[src/rtl/rr_arb_pkg.sv]
// Shared constants and FSM state type for the round-robin mux arbiter.
package rr_arb_pkg;

  localparam int unsigned NUM_REQ = 8;
  localparam int unsigned SEL_W   = 3;
  // Wide enough for HOLD_CYCLES-1 with HOLD_CYCLES up to 16.
  localparam int unsigned CNT_W   = 4;

  typedef enum logic [0:0] {
    IDLE,
    GRANT
  } arb_state_e;

endpackage

[src/rtl/rr_priority_pick.sv]
// Rotating-priority search: first set req bit above last, wrapping; last itself is lowest.
module rr_priority_pick
  import rr_arb_pkg::*;
(
  input  logic [NUM_REQ-1:0] req,
  input  logic [SEL_W-1:0]   last,
  output logic [SEL_W-1:0]   idx,
  output logic               found
);

  logic [SEL_W-1:0] w_cand;

  always_comb begin
    found  = |req;
    idx    = '0;
    w_cand = '0;
    // Walk from farthest to nearest so the nearest hit above last wins.
    for (int unsigned i = NUM_REQ; i > 0; i--) begin
      w_cand = last + SEL_W'(i);
      if (req[w_cand]) begin
        idx = w_cand;
      end
    end
  end

endmodule

[src/rtl/rr_mux_arbiter.sv]
// Round-robin arbiter with per-grant hold limit and shared 8:1 data mux.
// Optional grant lock enabled by defining RR_MUX_ARBITER_LOCK_EN.
module rr_mux_arbiter
  import rr_arb_pkg::*;
#(
  parameter int unsigned HOLD_CYCLES = 4
) (
  input  logic               clk,
  input  logic               reset,
  input  logic [NUM_REQ-1:0] reqIn,
  input  logic [NUM_REQ-1:0] dataIn,
`ifdef RR_MUX_ARBITER_LOCK_EN
  input  logic               lockIn,
`endif
  output logic [NUM_REQ-1:0] grantOut,
  output logic               grantValid,
  output logic [SEL_W-1:0]   selectLine,
  output logic               dataOut
);

  arb_state_e         r_state, w_state_nxt;
  logic [NUM_REQ-1:0] r_grant, w_grant_nxt;
  logic               r_valid, w_valid_nxt;
  logic [SEL_W-1:0]   r_sel, w_sel_nxt;
  logic [CNT_W-1:0]   r_cnt, w_cnt_nxt;
  logic [SEL_W-1:0]   r_last, w_last_nxt;

  logic [SEL_W-1:0]   w_search_from;
  logic [SEL_W-1:0]   w_pick_idx;
  logic               w_pick_found;
  logic               w_lock;
  logic               w_release;

`ifdef RR_MUX_ARBITER_LOCK_EN
  assign w_lock = lockIn;
`else
  assign w_lock = 1'b0;
`endif

  // While granted, the current grantee becomes the lowest-priority slot for the next search.
  assign w_search_from = (r_state == GRANT) ? r_sel : r_last;

  rr_priority_pick u_pick (
    .req   (reqIn),
    .last  (w_search_from),
    .idx   (w_pick_idx),
    .found (w_pick_found)
  );

  assign w_release = !reqIn[r_sel] || ((r_cnt == '0) && !w_lock);

  always_comb begin
    w_state_nxt = r_state;
    w_grant_nxt = r_grant;
    w_valid_nxt = r_valid;
    w_sel_nxt   = r_sel;
    w_cnt_nxt   = r_cnt;
    w_last_nxt  = r_last;

    unique case (r_state)
      IDLE: begin
        if (w_pick_found) begin
          w_state_nxt = GRANT;
          w_grant_nxt = NUM_REQ'(1) << w_pick_idx;
          w_valid_nxt = 1'b1;
          w_sel_nxt   = w_pick_idx;
          w_cnt_nxt   = CNT_W'(HOLD_CYCLES - 1);
        end
      end
      GRANT: begin
        if (w_release) begin
          w_last_nxt = r_sel;
          if (w_pick_found) begin
            w_grant_nxt = NUM_REQ'(1) << w_pick_idx;
            w_sel_nxt   = w_pick_idx;
            w_cnt_nxt   = CNT_W'(HOLD_CYCLES - 1);
          end else begin
            w_state_nxt = IDLE;
            w_grant_nxt = '0;
            w_valid_nxt = 1'b0;
            w_cnt_nxt   = '0;
          end
        end else if (r_cnt != '0) begin
          w_cnt_nxt = r_cnt - CNT_W'(1);
        end
      end
      default: begin
        w_state_nxt = IDLE;
        w_grant_nxt = '0;
        w_valid_nxt = 1'b0;
      end
    endcase
  end

  always_ff @(posedge clk or posedge reset) begin
    if (reset) begin
      r_state <= IDLE;
      r_grant <= '0;
      r_valid <= 1'b0;
      r_sel   <= '0;
      r_cnt   <= '0;
      r_last  <= SEL_W'(NUM_REQ - 1);
    end else begin
      r_state <= w_state_nxt;
      r_grant <= w_grant_nxt;
      r_valid <= w_valid_nxt;
      r_sel   <= w_sel_nxt;
      r_cnt   <= w_cnt_nxt;
      r_last  <= w_last_nxt;
    end
  end

  assign grantOut   = r_grant;
  assign grantValid = r_valid;
  assign selectLine = r_sel;
  assign dataOut    = r_valid ? dataIn[r_sel] : 1'b0;

endmodule

[config.mk]
export PLATFORM = sky130hd
export DESIGN_NAME = rr_mux_arbiter
export DESIGN_NICKNAME = d
export VERILOG_FILES = /design/src/rtl/rr_arb_pkg.sv /design/src/rtl/rr_priority_pick.sv /design/src/rtl/rr_mux_arbiter.sv
export SDC_FILE = /design/constraint.sdc
export NUM_CORES = 1
export LEC_CHECK = 0
export CORE_ASPECT_RATIO = 1.25
export CORE_UTILIZATION = 40
export DETAILED_ROUTE_END_ITERATION = 7
export GPL_ROUTABILITY_DRIVEN = 1
export GPL_TIMING_DRIVEN = 0
export PLACE_DENSITY = 0.76
export REMOVE_ABC_BUFFERS = 1
export SYNTH_ARGS = -nofsm -noshare
export SYNTH_HDL_FRONTEND = slang
export SYNTH_HIERARCHICAL = 1
export SYNTH_SLANG_ARGS = --single-unit
[constraint.sdc]
create_clock -name clk -period 4.2 [get_ports clk]
set_input_delay 0.84 -clock clk [delete_from_list [all_inputs] [get_ports clk]]
set_output_delay 0.84 -clock clk [all_outputs]
set_load 0.01 [all_outputs]
==> results_dict.tcl <==
set metrics [dict create \
    status "finished, final reports clean" \
    gr-total-overflow 0 \
    post_drt_wl_per_cell_um 15.63 \
    grt_pass1_vias 1640 \
    cp-end-kind "register" \
    drive_gt1_share_pct 16.36 \
    fmax_ghz 0.2561 \
    finClkSkew_ns 0.001989 \
    synth_edf_count 0 \
    stdcell_area_um2 2355 \
    multiInputGateArea_um2 1365 \
    drc 0 \
    holdCritPathClass "register to register" \
    start_kind "register" \
    htreeDepth 1 \
    dp_hpwl_um 3226 \
    crit_type "register to register" \
    synth-seq-cells 20 \
    synth_area_um2 1954 \
    drv_cap 0 \
    die_height_um 80.15 \
    firstDrtPassIters 4 \
    grt_setup_unrepaired "no" \
    cts.sinks 20 \
    synth_seq_area_share_pct 25.80 \
    crit_path_max_fanout 16 \
    grt_pass1_wl_um 7327 \
    cts.clk_slew.worst_paths_ns 0.07 \
    cp_data_required_time_ns 4.40 \
    synth_common_cells "nand2_1 (18), dfrtp_1 (17), nor2_1 (15)" \
    rows 28 \
    synth_most_common_cell "nand2_1" \
    synth.top_cell.area_share_pct 21.77 \
    clockBufferDepth 2 \
    start_util_pct 41.32 \
    finalMaxSlewViolations 0 \
    ioPinCount 31 \
    ys_warn_count 6 \
    numCtsBuffers 3 \
    p_per_area_nw_per_um2 942.3 \
    num_antenna_cells 0 \
    rrSetupSlack_ns 0.30 \
    synth_cell_types 53 \
    worst_slew_pin_slew_ns 0.7472 \
    synth_cells 195 \
    cts_tree "done" \
    synth-main-ff-cell "dfrtp_1" \
    synth_area_leaders "dfrtp_1 (22%), mux4_1 (8.1%), mux2_2 (7.5%)" \
    die-area_um2 5171 \
    fill_cells 431 \
    max-slew-margin-rel_pct 50.13 \
    placed_cell_area_um2 2277 \
    clockRootBuffer "clkbuf_8" \
    via_count 1726 \
    drt_iter0_drc 114 \
    routabilityCongestion 0.8966 \
    grt_usage_pct 17.69 \
    wirelength_um 4375 \
    hold_viol_final 0 \
    grt_max_degree 21 \
    yosys.area.top_type "dfrtp_1" \
    fin_crit_ns 3.905 \
    ir_drop_uv 439.9 \
    area_delta_synth_final_pct 20.49 \
    arrival_ns 4.10 \
    antenna_found_initial 0 \
    ff_latch_area_um2 506.7 \
    synthArstFlopShare_pct 100.0 \
    numPortBuffers 30 \
    nets 244 \
    viasPerCell 6.164 \
    syn_avg_cell_area_um2 10.02 \
    setup_viol 0 \
    die_w_um 64.52 \
    fin_util_pct 49.79 \
    leakagePower_nw 0.9868 \
    finalCritPeriodShare_pct 92.97 \
    ant_nets 0 \
    core_area_um2 4730 \
    insertion_delay_ns 0.26 \
]
[timing repair]
item | in CTS | in global routing
hold buffers | 0 | 0
buffers inserted | 0 | 0
pin swaps | 0 | 0
endpoints found under the setup margin | 8 | 8
gates resized for setup | 2 | 4
[sequential cells by signal, summed over array words and instances (netlist names)]
signal	count
grantOut	8
grantValid	1
selectLine	3
r_state	1
r_last	3
r_cnt	4
[path summary, 6_finish.rpt]
| path | cells after the start | endpoint | from |
|---|---|---|---|
| min in group asynchronous | 2 | grantOut[0]$_DFFE_PP0P_ | reset |
| hold reg to reg | 1 | grantOut[1]$_DFFE_PP0P_ | grantOut[1]$_DFFE_PP0P_ |
| max in group asynchronous | 2 | selectLine[0]$_DFFE_PP0P_ | reset |
| hold / removal | 1 | grantOut[1]$_DFFE_PP0P_ | grantOut[1]$_DFFE_PP0P_ |
| setup reg to reg | 12 | grantOut[5]$_DFFE_PP0P_ | r_state$_DFF_PP0_ |
| setup / recovery | 12 | grantOut[5]$_DFFE_PP0P_ | r_state$_DFF_PP0_ |
[final cells by class]
class                   count  share of cell area [%]
inverters                  14                   2.232
well taps                  60                   3.188
clock buffers               4                   2.338
repair buffers             30                   12.75
flip-flops and latches     20                   21.52
multi-input cells         152                   57.97
[through the flow]
step                      power [W]  setup WS [ns]  TNS (ns)  hold slack, ns  instances
after floorplan            0.001657         0.5187         0          0.4876        186
after global placement     0.001982        -0.1072   -0.3873          0.4815        276
after detailed placement   0.002011        -0.1705   -0.7543          0.4799        276
after CTS                  0.002175        0.04500         0          0.4957        280
after global routing       0.002386        0.06645         0          0.5052        280
final                      0.002219         0.2952         0          0.4902        280
[power by group]
| part | internal, W | switching [W] | total (W) |
|---|---|---|---|
| logic | 0.000807 | 0.000916 | 0.00172 |
| registers | 0.000279 | 0.0000722 | 0.000351 |
| clock network | 0.0000834 | 0.0000615 | 0.000145 |
[cells in the final DEF, fill, tap and decap left out, drive strengths merged, types with 3 or more instances in the layout]
cell type      instances
dfstp                  3
mux4                  11
inv                   14
nand2b                 5
o22ai                  3
ha                     5
a221o                  4
a31oi                  3
clkbuf                 4
dfrtp                 17
mux2i                  7
mux2                  16
nand2                 18
o21ai                  8
a21oi                  8
a22o                   4
clkdlybuf4s50         30
a211oi                 3
a221oi                 6
a32o                   4
nor2                  15
[layer usage]
layer  share of wire [%]  track usage, %
met5                   0               0
met4                 2.1           8.000
met3                 4.6           1.420
met2                  52           32.11
met1                  42           20.95
[cells by family after synthesis]
family	synth area share, %
xor gates and xnor gates	1.345
DFF	25.80
AOI/OAI and AO/OA	23.88
buffers and inverters	5.377
adders and majority gates	3.201
muxes	27.02
and+or+nand+nor	13.38
[worst max-delay path, stage by stage (launching register included)]
cell	delay [ns]
dfrtp_2	0.56
mux2_4	0.36
inv_1	0.18
ha_4	0.41
mux4_2	0.59
a221oi_1	0.35
a21oi_1	0.12
o221ai_1	0.15
o21ai_1	0.10
a22oi_1	0.38
nand2_1	0.16
and2b_1	0.30
a32o_1	0.18
No activity file was read; power rests on OpenSTA's default activity.
